**src/rtl/dkong3_audio_post_if.sv**
```systemverilog
// dkong3_audio_post_if
//   Sample stream between the sound mixer and the audio post-processor.
//   master : mixer side, drives I_CE / I_SAMPLE / I_MUTE, receives O_AUDIO / O_VALID
//   slave  : post-processor side
interface dkong3_audio_post_if;
  logic               I_CE;
  logic signed [15:0] I_SAMPLE;
  logic               I_MUTE;
  logic signed [15:0] O_AUDIO;
  logic               O_VALID;

  modport master (
    output I_CE, I_SAMPLE, I_MUTE,
    input  O_AUDIO, O_VALID
  );

  modport slave (
    input  I_CE, I_SAMPLE, I_MUTE,
    output O_AUDIO, O_VALID
  );
endinterface

```
**src/rtl/dkong3_audio_post.sv**
```systemverilog
// dkong3_audio_post
//   Boxcar-average / decimate the per-CPU-cycle mix by 2^DECIM_LOG2, pass the
//   result through a DC-blocking high-pass and emit a saturated signed 16-bit
//   sample with a one-cycle valid strobe.
// Ports:
//   I_SUBCLK  sound sub-clock, rising edge
//   I_RESETn  asynchronous active-low reset
//   bus       slave side of dkong3_audio_post_if
//             I_CE/I_SAMPLE/I_MUTE in, O_AUDIO/O_VALID out
//
// state  | meaning
// ST_ACC | waiting for the accumulator to complete a block
// ST_DC  | DC-blocker update of y_fx and x_prev
// ST_OUT | mute/saturate y_fx into O_AUDIO, pulse O_VALID
module dkong3_audio_post #(
  parameter int DECIM_LOG2 = 4,
  parameter int DCB_SHIFT  = 10
) (
  input  logic                I_SUBCLK,
  input  logic                I_RESETn,
  dkong3_audio_post_if.slave  bus
);

  localparam int AW = 16 + DECIM_LOG2;

  // Q17.8 clamp limits for y_fx
  localparam logic signed [27:0] Y_MIN = -28'sd8388608;
  localparam logic signed [27:0] Y_MAX =  28'sd8388607;

  // ---------------- accumulator / decimator ----------------
  logic signed [AW-1:0]         acc_q, acc_d;
  logic signed [AW-1:0]         acc_sum;
  logic signed [AW-1:0]         avg_full;
  logic [DECIM_LOG2-1:0]        cnt_q, cnt_d;
  logic signed [15:0]           avg_q, avg_d;
  logic                         block_done_q, block_done_d;

  always_comb begin
    acc_sum      = acc_q + {{DECIM_LOG2{bus.I_SAMPLE[15]}}, bus.I_SAMPLE};
    // arithmetic shift floors toward -infinity; the result always fits 16 bits
    avg_full     = acc_sum >>> DECIM_LOG2;
    acc_d        = acc_q;
    cnt_d        = cnt_q;
    avg_d        = avg_q;
    block_done_d = 1'b0;
    if (bus.I_CE) begin
      if (cnt_q == '1) begin
        avg_d        = avg_full[15:0];
        acc_d        = '0;
        cnt_d        = '0;
        block_done_d = 1'b1;
      end else begin
        acc_d = acc_sum;
        cnt_d = cnt_q + 1'b1;
      end
    end
  end

  always_ff @(posedge I_SUBCLK or negedge I_RESETn) begin
    if (!I_RESETn) begin
      acc_q        <= '0;
      cnt_q        <= '0;
      avg_q        <= '0;
      block_done_q <= 1'b0;
    end else begin
      acc_q        <= acc_d;
      cnt_q        <= cnt_d;
      avg_q        <= avg_d;
      block_done_q <= block_done_d;
    end
  end

  // ---------------- DC blocker datapath ----------------
  typedef enum logic [1:0] {ST_ACC, ST_DC, ST_OUT} state_t;

  state_t              state_q;
  logic signed [15:0]  x_prev_q;
  logic signed [25:0]  y_fx_q;
  logic signed [15:0]  audio_q;
  logic                valid_q;

  logic signed [16:0]  diff;
  logic signed [27:0]  t_full;
  logic signed [25:0]  y_next;
  logic signed [25:0]  y_int;
  logic signed [15:0]  audio_sat;

  always_comb begin
    diff   = 17'(avg_q) - 17'(x_prev_q);
    // 28 bits holds the worst case of all three terms without wrapping
    t_full = (28'(diff) <<< 8) + 28'(y_fx_q) - 28'(y_fx_q >>> DCB_SHIFT);
    if (t_full < Y_MIN)
      y_next = Y_MIN[25:0];
    else if (t_full > Y_MAX)
      y_next = Y_MAX[25:0];
    else
      y_next = t_full[25:0];

    y_int = y_fx_q >>> 8;
    if (y_int > 26'sd32767)
      audio_sat = 16'sh7fff;
    else if (y_int < -26'sd32768)
      audio_sat = 16'sh8000;
    else
      audio_sat = y_int[15:0];
  end

  // block_done seen outside ST_ACC is dropped on purpose
  always_ff @(posedge I_SUBCLK or negedge I_RESETn) begin
    if (!I_RESETn) begin
      state_q  <= ST_ACC;
      x_prev_q <= '0;
      y_fx_q   <= '0;
      audio_q  <= '0;
      valid_q  <= 1'b0;
    end else begin
      valid_q <= 1'b0;
      case (state_q)
        ST_ACC: begin
          if (block_done_q) state_q <= ST_DC;
        end
        ST_DC: begin
          y_fx_q   <= y_next;
          x_prev_q <= avg_q;
          state_q  <= ST_OUT;
        end
        ST_OUT: begin
          audio_q <= bus.I_MUTE ? 16'sd0 : audio_sat;
          valid_q <= 1'b1;
          state_q <= ST_ACC;
        end
        default: state_q <= ST_ACC;
      endcase
    end
  end

  assign bus.O_AUDIO = audio_q;
  assign bus.O_VALID = valid_q;

endmodule

```
**src/flat_wrapper.sv**
```systemverilog
// flat-port wrapper written by rule: the top's interface ports become plain ports
module dkong3_audio_post_flat 
#(
  parameter int DECIM_LOG2 = 4,
  parameter int DCB_SHIFT  = 10
)
  (I_SUBCLK, I_RESETn, bus_I_CE, bus_I_SAMPLE, bus_I_MUTE, bus_O_AUDIO, bus_O_VALID);
  dkong3_audio_post_if bus_i ();
  input  logic I_SUBCLK;
  input  logic I_RESETn;
  input wire logic [$bits(bus_i.I_CE)-1:0] bus_I_CE;
  input wire logic [$bits(bus_i.I_SAMPLE)-1:0] bus_I_SAMPLE;
  input wire logic [$bits(bus_i.I_MUTE)-1:0] bus_I_MUTE;
  output wire logic [$bits(bus_i.O_AUDIO)-1:0] bus_O_AUDIO;
  output wire logic [$bits(bus_i.O_VALID)-1:0] bus_O_VALID;
  assign bus_i.I_CE = bus_I_CE;
  assign bus_i.I_SAMPLE = bus_I_SAMPLE;
  assign bus_i.I_MUTE = bus_I_MUTE;
  assign bus_O_AUDIO = bus_i.O_AUDIO;
  assign bus_O_VALID = bus_i.O_VALID;
  dkong3_audio_post #(.DECIM_LOG2(DECIM_LOG2), .DCB_SHIFT(DCB_SHIFT)) u_core (.I_SUBCLK(I_SUBCLK), .I_RESETn(I_RESETn), .bus(bus_i));
endmodule
```
**config.mk**
```make
export PLATFORM = sky130hd
export DESIGN_NAME = dkong3_audio_post_flat
export DESIGN_NICKNAME = d
export VERILOG_FILES = /design/src/rtl/dkong3_audio_post_if.sv /design/src/rtl/dkong3_audio_post.sv /design/src/flat_wrapper.sv
export SDC_FILE = /design/constraint.sdc
export NUM_CORES = 1
export LEC_CHECK = 0
export ABC_AREA = 1
export BUFFER_PORTS_ARGS = -buffer_cell sky130_fd_sc_hd__buf_2
export CAP_MARGIN = 10
export CORE_AREA = 5 5 146 148
export CTS_BUF_LIST = sky130_fd_sc_hd__clkbuf_4 sky130_fd_sc_hd__clkbuf_8
export DETAILED_ROUTE_END_ITERATION = 8
export DIE_AREA = 0 0 151 153
export PLACE_DENSITY = 0.6
export SLEW_MARGIN = 20
export SYNTH_ARGS = -nofsm -noshare
export SYNTH_HDL_FRONTEND = slang
export SYNTH_SLANG_ARGS = --single-unit
```
**constraint.sdc**
```tcl
create_clock -name I_SUBCLK -period 4.99 [get_ports I_SUBCLK]
set_input_delay 0.998 -clock I_SUBCLK [delete_from_list [all_inputs] [get_ports I_SUBCLK]]
set_output_delay 0.998 -clock I_SUBCLK [all_outputs]
set_load 0.01 [all_outputs]
```
Yosys cells after proc, flatten, opt, wreduce, memory -nomap -nowiden --
Index checks and enable logic that the tools add are counted.
Word-level totals: register bits after elaboration 102, latch bits 0, memory bits (writable) 0, ROM bits 0, input bits 20, output and inout port bits 17, logic and storage cells 36, memories 0
Cells by class: add/subtract/negate cells 5, multiply operators 0, div/mod/pow operators 0, $lt $le $gt $ge 4, eq/ne operators 4, shift operators 0, mux-type cells 12, bitwise logic cells 0, reduce and logical (&&, ||, !) cells 2
Operators by type and width (count):
- 26-bit two-way mux | 2
- 16-bit two-way mux | 3
- 28-bit by 24-bit greater-than comparator with 1-bit output, second input constant | 1
- 28-bit by 24-bit less-than comparator with 1-bit output, second input constant | 1
- 27-bit by 16-bit subtractor with 28-bit output | 1
- 25-bit by 26-bit adder with 27-bit output | 1
- 20-bit adder | 1
- 20-bit two-way mux | 1
- 18-bit by 16-bit greater-than comparator with 1-bit output, second input constant | 1
- 18-bit by 16-bit less-than comparator with 1-bit output, second input constant | 1
- 16-bit by 16-bit subtractor with 17-bit output | 1
- 4-bit by 1-bit adder with 4-bit output, second input constant | 1
- 4-bit == test, second input constant | 1
- 4-bit two-way mux | 1
- 2-bit one-hot mux with 2 select lines | 1
- 1-bit two-way mux | 3
- 2-bit by 1-bit == test with 1-bit output, second input constant | 1
- 2-bit == test, second input constant | 1
- 2-bit logical NOT | 1
- 2-bit two-way mux | 1
- 2-bit by 1-bit inequality test with 1-bit output, second input constant | 1
- 2-bit AND reduction | 1

Logic depth before layout (Yosys ltp) --
Gate-level depths: netlist (run 1).
depth in word-level cells 6, mapped depth 32, depth with buffers taken out 31

Least setup slack after synthesis (run 1) --
OpenSTA, ideal clock, no wires.
path type reg2reg, from reg u_core.avg_q[0], to reg u_core.y_fx_q[10], setup time 0.116 ns, data arrival time 3.938 ns, required time 4.874 ns, slack 0.935 ns, cell stages (with the launch flop) 32, buffers on the path 1, period minus slack after synthesis 4.055 ns, cells stage by stage dfrtp_1 -> inv_1 -> ha_1 -> inv_1 -> fa_1 -> nand3_1 -> nand2_1 -> nand2_1 -> nand3_1 -> nand2_1 -> nand2_1 -> nand2_1 -> nand2_1 -> nand2_1 -> o311ai_0 -> xor2_1 -> fa_1 -> ha_1 -> nand2_1 -> nor2_1 -> nand3_1 -> nor2_1 -> nand2_1 -> nand3_1 -> nand2_1 -> nand2_1 -> nand4_1 -> nand2_2 -> buf_4 -> nand2_1 -> nand2_1 -> nand2_1
Between the ends: longest elaborated chain between the ends 6, elaborated cells between the ends (all ways) 7, classes of those cells 3 x add/sub; 2 x order compare; 2 x mux
Ends and longest elaborated chain:
- from (decl) | line dkong3_audio_post.sv:35 | logic signed [15:0] avg_q, avg_d;
- from (signal assigned) | line dkong3_audio_post.sv:68 | avg_q <= avg_d;
- 16-bit by 16-bit subtractor with 17-bit output * | line dkong3_audio_post.sv:89 | diff = 17'(avg_q) - 17'(x_prev_q);
- 25-bit by 26-bit adder with 27-bit output * | line dkong3_audio_post.sv:91 | t_full = (28'(diff) <<< 8) + 28'(y_fx_q) - 28'(y_fx_q >>> DCB_SHIFT);
- 27-bit by 16-bit subtractor with 28-bit output * | line dkong3_audio_post.sv:91
- 28-bit by 24-bit greater-than comparator with 1-bit output | line dkong3_audio_post.sv:94 | else if (t_full > Y_MAX)
- 26-bit two-way mux | line dkong3_audio_post.sv:94
- 26-bit two-way mux * | line dkong3_audio_post.sv:92 | if (t_full < Y_MIN)
- to (signal assigned) | line dkong3_audio_post.sv:123 | y_fx_q <= y_next;
- to (decl) | line dkong3_audio_post.sv:78 | logic signed [25:0] y_fx_q;
Mark *: on every way between the ends. The rest lies on a longest branch, timed or not. A chain may end at the register's enable or synchronous reset.

Final worst setup path (run 1) --
from reg u_core.avg_q[0], to reg u_core.y_fx_q[9]
The elaborated chain is that of the path after synthesis.

==> results.toml, run 1 <==
[clocking]
cts-root-buf = "clkbuf_8"
numCtsBuffers = 9
cts_tree = "yes"
holdBufCountCts = 0
h-tree-depth = 3
cts_sinks = 102
cts_buffer_depth = 2
cts.clk_slew.worst_paths_ps = 100
clock_latency_ps = 400

[synth]
yosys_most_used_dff = "dfrtp_1"
netlist_instances = 1072
syn_area_sq_mm = 0.00784
ys.warnings.count = 0
ys_seq_elements = 102
synth_edf_count = 0
synthArstFlopShare = 1.00
ys_seq_area_frac = 0.326
synth.distinct_cells = 39
synth_nets = 1184
synth.avg_cell_area_sq_um = 7.31

[timing]
setup_viol = 0
fmax_mhz = 219
finalCritPeriodShare = 0.914
finalHoldViolations = 0
drv_slew = 0
relSlewSlack = 0.435
tightest_slew_ps = 848
rsz0062_at_grt = "false"
tns_ps = 0
fin_worst_skew_ps = 8.72
post-route-min-period_ps = 4560

[hold_path]
worst_hold_path_type = "reg -> reg"

[critical_path]
arrival_ps = 4860
r2r-start = "u_core.avg_q[0]"
critPathSlowestCell = "dfrtp_1"
crit_required_ps = 5280
crit_top_cell = "nand2_1"
worstSetupStartpoint = "u_core.avg_q[0]"
worstSetupStartpointType = "flop"
worstSetupPathType = "reg -> reg"
r2r_setup_slack_ps = 430
crit_fanout = 6
endpoint_kind = "flop"
r2r_end = "u_core.y_fx_q[9]"
reg2reg_depth = 32
critical_path.max_stage_delay_ps = 400
critPathCapture = "u_core.y_fx_q[9]"

[die]
core-area_sq_mm = 0.0199
fp.dieH_um = 153
pin_count = 37
start_util = 0.394
die_area_sq_mm = 0.0231
die_x_um = 151
rows = 52

[cells_and_area]
fill_cells = 2105
fin_nets = 1226
layout-drive-gt1-share = 0.0823
n_antenna_cell = 0
syn2layout_area_growth_pct = 10.1
fin_util = 0.433

[route]
via_count = 6669
drt_iter0_drc = 341
avgViaCountPerCell = 4.80
wire_per_inst_um = 13.8
drc = 0
ant_nets = 0
wirelength_um = 19100
drt_first_pass_iters = 4

[global_route]
grt_max_degree = 66
grt.total_usage = 0.171
grt_pass1_wl_um = 31900
grt_overflow_total = 0
antenna_found_initial = 0
grt_pass1_vias = 6744

[status]
status = "complete, no violations"

[place]
dp_hpwl_um = 14800
gp_routability_congestion = 0.903
io_buffers = 36

[flow_run]
drv_cap = 0
kinds of logic after synthesis:
kind of cell / count (synthesis) / synth area share
buffers and inverters: 160 / 0.0795
XOR/XNOR: 47 / 0.0525
AO/OA/AOI/OAI: 160 / 0.111
flip-flops: 102 / 0.326
AND/OR/NAND/NOR: 511 / 0.265
adder cells (fa/ha/maj): 92 / 0.166
routing by layer:
metal  share of wire  vias to the layer above  GRT usage
met5               0                        -          0
met4           0.025                        0     0.0557
met1            0.46                     3045      0.216
met3           0.034                       29     0.0302
met2            0.48                       83      0.294
li1                -                     3512          -
per-stage QoR:
stage | setup WS (ps) | hold slack [ps] | cells | instance area [sq um]
6_report | 427 | 468 | 1388 | 8630
5_1_grt | 1.23 | 493 | 1388 | 8630
4_1_cts | 375 | 472 | 1383 | 8520
3_5_place_dp | 394 | 457 | 1368 | 8350
3_3_place_gp | 424 | 451 | 1368 | 8350
2_1_floorplan | 935 | 430 | 1072 | 7840
state kept, by name, indices dropped and copies added (netlist names):
name / cells
u_core.acc_q: 20
u_core.x_prev_q: 16
u_core.cnt_q: 4
u_core.bus.O_VALID: 1
u_core.y_fx_q: 26
u_core.block_done_q: 1
u_core.state_q: 2
u_core.avg_q: 16
u_core.bus.O_AUDIO: 16
synthesized netlist by cell type (13+ instances only):
master | n | area share
inv_1 | 139 | 0.067
nand2_1 | 366 | 0.18
o21ai_0 | 80 | 0.051
xnor2_1 | 19 | 0.021
dfrtp_1 | 102 | 0.33
nand3_1 | 42 | 0.027
xor2_1 | 28 | 0.031
clkbuf_1 | 13 | 0.0062
a21oi_1 | 57 | 0.036
nor2_1 | 60 | 0.029
fa_1 | 20 | 0.051
ha_1 | 72 | 0.11
worst max-delay path: cells and delay by family (launching register included):
family / cells / cell delay [ps]
flip-flops: 1 / 400
adder cells (fa/ha/maj): 4 / 1150
AO/OA/AOI/OAI: 1 / 130
AND/OR/NAND/NOR: 22 / 1920
XOR/XNOR: 2 / 540
buffers and inverters: 3 / 300
placed cells by master, fill, tap and decap left out, types with 2 or more instances in the layout:
| cell type | netlist | final |
|---|---|---|
| nor2_1 | 60 | 57 |
| nand4_1 | 12 | 12 |
| clkinv_1 | 3 | 3 |
| ha_1 | 72 | 70 |
| a21oi_1 | 57 | 57 |
| fa_1 | 20 | 19 |
| a21o_1 | 4 | 4 |
| clkbuf_8 | 0 | 9 |
| o21bai_1 | 2 | 2 |
| buf_4 | 2 | 8 |
| buf_12 | 0 | 2 |
| xnor2_1 | 19 | 19 |
| clkbuf_16 | 0 | 2 |
| nand2_1 | 366 | 365 |
| a31oi_1 | 4 | 4 |
| inv_6 | 0 | 2 |
| or2_2 | 3 | 3 |
| nand3b_1 | 2 | 2 |
| xor2_1 | 28 | 28 |
| a22o_1 | 4 | 4 |
| buf_2 | 0 | 35 |
| o31ai_1 | 2 | 2 |
| nand3_1 | 42 | 42 |
| inv_1 | 139 | 139 |
| nor2_2 | 8 | 11 |
| o21ai_0 | 80 | 80 |
| nor3_1 | 5 | 5 |
| nand2_2 | 7 | 7 |
| dfrtp_1 | 102 | 102 |
| and2_1 | 2 | 2 |
timing repair:
| item | 4_1_cts | 5_1_grt |
|---|---|---|
| setup endpoints to repair | 0 | 23 |
| buffers inserted | 0 | 2 |
| endpoints found under the hold margin | 0 | 0 |
| gates resized for setup | 0 | 7 |
worst min path at each step:
stage                 startpoint                 to  slack (ps)  cells after the start
6_report       u_core.state_q[0]  u_core.state_q[0]         470                      1
3_3_place_gp   u_core.state_q[0]  u_core.state_q[0]         450                      1
3_5_place_dp   u_core.state_q[0]  u_core.state_q[0]         460                      1
5_1_grt        u_core.state_q[0]  u_core.state_q[0]         490                      1
4_1_cts        u_core.state_q[0]  u_core.state_q[0]         470                      1
2_1_floorplan  u_core.state_q[1]  u_core.state_q[0]         430                      1
layout make-up:
type / instances / area, sq um / share of cell area
Sequential cell: 102 / 2550 / 0.296
Tap cell: 270 / 338 / 0.0391
Multi-Input combinational cell: 810 / 4690 / 0.544
Clock inverter: 5 / 42.5 / 0.00493
Timing Repair Buffer: 48 / 337 / 0.0390
Inverter: 143 / 537 / 0.0622
Clock buffer: 10 / 131 / 0.0152
Power of run 1 is left out: the tool's default activity adds up to more than one toggle a clock period on the data nets, which glitch-free logic cannot reach.
==> run 2: changes to the inputs <==
--- a/config.mk
+++ b/config.mk
@@ -8,11 +8,11 @@
 export ABC_AREA = 1
 export BUFFER_PORTS_ARGS = -buffer_cell sky130_fd_sc_hd__buf_2
 export CAP_MARGIN = 10
-export CORE_AREA = 5 5 146 148
+export CORE_AREA = 5 5 116 118
 export CTS_BUF_LIST = sky130_fd_sc_hd__clkbuf_4 sky130_fd_sc_hd__clkbuf_8
 export DETAILED_ROUTE_END_ITERATION = 8
-export DIE_AREA = 0 0 151 153
-export PLACE_DENSITY = 0.6
+export DIE_AREA = 0 0 121 123
+export PLACE_DENSITY = 0.87
 export SLEW_MARGIN = 20
 export SYNTH_ARGS = -nofsm -noshare
 export SYNTH_HDL_FRONTEND = slang
==> results.toml, run 2 (synthesized netlist as in run 1, its figures left out) <==
[status]
status = "complete, no violations"

[critical_path]
worstSetupStartpointType = "flop"
crit_required_ps = 5290
r2r-start = "u_core.avg_q[0]"
critPathCapture = "u_core.y_fx_q[6]"
crit_top_cell = "nand2_1"
worstSetupStartpoint = "u_core.avg_q[0]"
reg2reg_depth = 31
arrival_ps = 4820
endpoint_kind = "flop"
r2r_end = "u_core.y_fx_q[6]"
worstSetupPathType = "reg -> reg"
crit_fanout = 11
critPathSlowestCell = "fa_1"
r2r_setup_slack_ps = 470
critical_path.max_stage_delay_ps = 510

[global_route]
antenna_found_initial = 0
grt_overflow_total = 0
grt.total_usage = 0.259
grt_max_degree = 69
grt_pass1_vias = 6639
grt_pass1_wl_um = 30500

[cells_and_area]
final_cell_mix = "365 x nand2_1, 139 x inv_1, 102 x dfrtp_1"
n_antenna_cell = 0
top_register = "u_core.y_fx_q"
top_regs = "u_core.y_fx_q x26, u_core.acc_q x20"
syn2layout_area_growth_pct = 8.59
final_common_cell = "nand2_1"
fin_nets = 1224
largest_register_ffs = 26
layout-drive-gt1-share = 0.0806

[timing]
tns_ps = 0
fin_worst_skew_ps = 12.9
finalCritPeriodShare = 0.907
finalHoldViolations = 0
relSlewSlack = 0.419
rsz0062_at_grt = "false"
post-route-min-period_ps = 4520
fmax_mhz = 221
tightest_slew_ps = 871
setup_viol = 0
drv_slew = 0

[clocking]
numCtsBuffers = 9
cts.clk_slew.worst_paths_ps = 100
holdBufCountCts = 0
cts_buffer_depth = 2
cts_tree = "yes"
clock_latency_ps = 410
h-tree-depth = 3
cts_sinks = 102
cts-root-buf = "clkbuf_8"

[route]
drt_iter0_drc = 418
via_count = 6923
drt_first_pass_iters = 5
wirelength_um = 18500
avgViaCountPerCell = 5.37
wire_per_inst_um = 14.4
ant_nets = 0
drc = 0

[die]
fp.dieH_um = 123
die_x_um = 121
die_area_sq_mm = 0.0149
pin_count = 37
rows = 41
start_util = 0.634
core-area_sq_mm = 0.0124

[place]
io_buffers = 36
dp_hpwl_um = 14200
gp_routability_congestion = 0.959

[hold_path]
worst_hold_path_type = "reg -> reg"

[flow_run]
drv_cap = 0
run 2: worst max-delay path, delay by kind of cell (launching register included):
family	cells	cell delay [ps]
DFF	1	390
AOI/OAI and AO/OA	1	100
buffers and inverters	3	330
adders and majority gates	4	1320
xor gates and xnor gates	1	370
and+or+nand+nor	22	1920
run 2: timing repair:
item / CTS / global route
gates resized for setup: 0 / 9
setup buffers: 0 / 3
endpoints found under the hold margin: 0 / 0
setup endpoints to repair: 0 / 23
run 2: worst min-delay path by stage:
stage	start	end	slack (ps)	depth (start not counted)
5_1_grt	u_core.state_q[0]	u_core.state_q[0]	490	1
2_1_floorplan	u_core.state_q[1]	u_core.state_q[0]	430	1
3_3_place_gp	u_core.state_q[0]	u_core.state_q[0]	450	1
6_report	u_core.state_q[0]	u_core.state_q[0]	470	1
4_1_cts	u_core.state_q[0]	u_core.state_q[0]	470	1
3_5_place_dp	u_core.state_q[0]	u_core.state_q[0]	460	1
run 2: layout make-up:
| type | instances | area, sq um |
|---|---|---|
| sequential | 102 | 2550 |
| clock buffer | 10 | 138 |
| multi-input combinational | 810 | 4690 |
| inverter | 143 | 537 |
| tap | 172 | 215 |
| fill | 1041 | 3850 |
| timing repair buffer | 46 | 300 |
| clock inverter | 6 | 76.3 |
run 2: metrics by stage:
stage | setup slack (ps) | hold slack, ps | utilization | std cells | cell area (sq um)
global placement | 431 | 446 | 0.665 | 1269 | 8220
detailed placement | 370 | 456 | 0.665 | 1269 | 8220
finish | 466 | 466 | 0.688 | 1289 | 8510
global route | 34.3 | 487 | 0.688 | 1289 | 8510
floorplan | 935 | 430 | - | 1072 | 7840
CTS | 352 | 470 | 0.682 | 1285 | 8430
run 2: per-layer routing:
layer | track usage | wire, um
met1 | 0.315 | 7800
met2 | 0.452 | 9150
met3 | 0.0306 | 778
met4 | 0.137 | 777
met5 | 0 | 0
Power of run 2 is left out for the same reason.
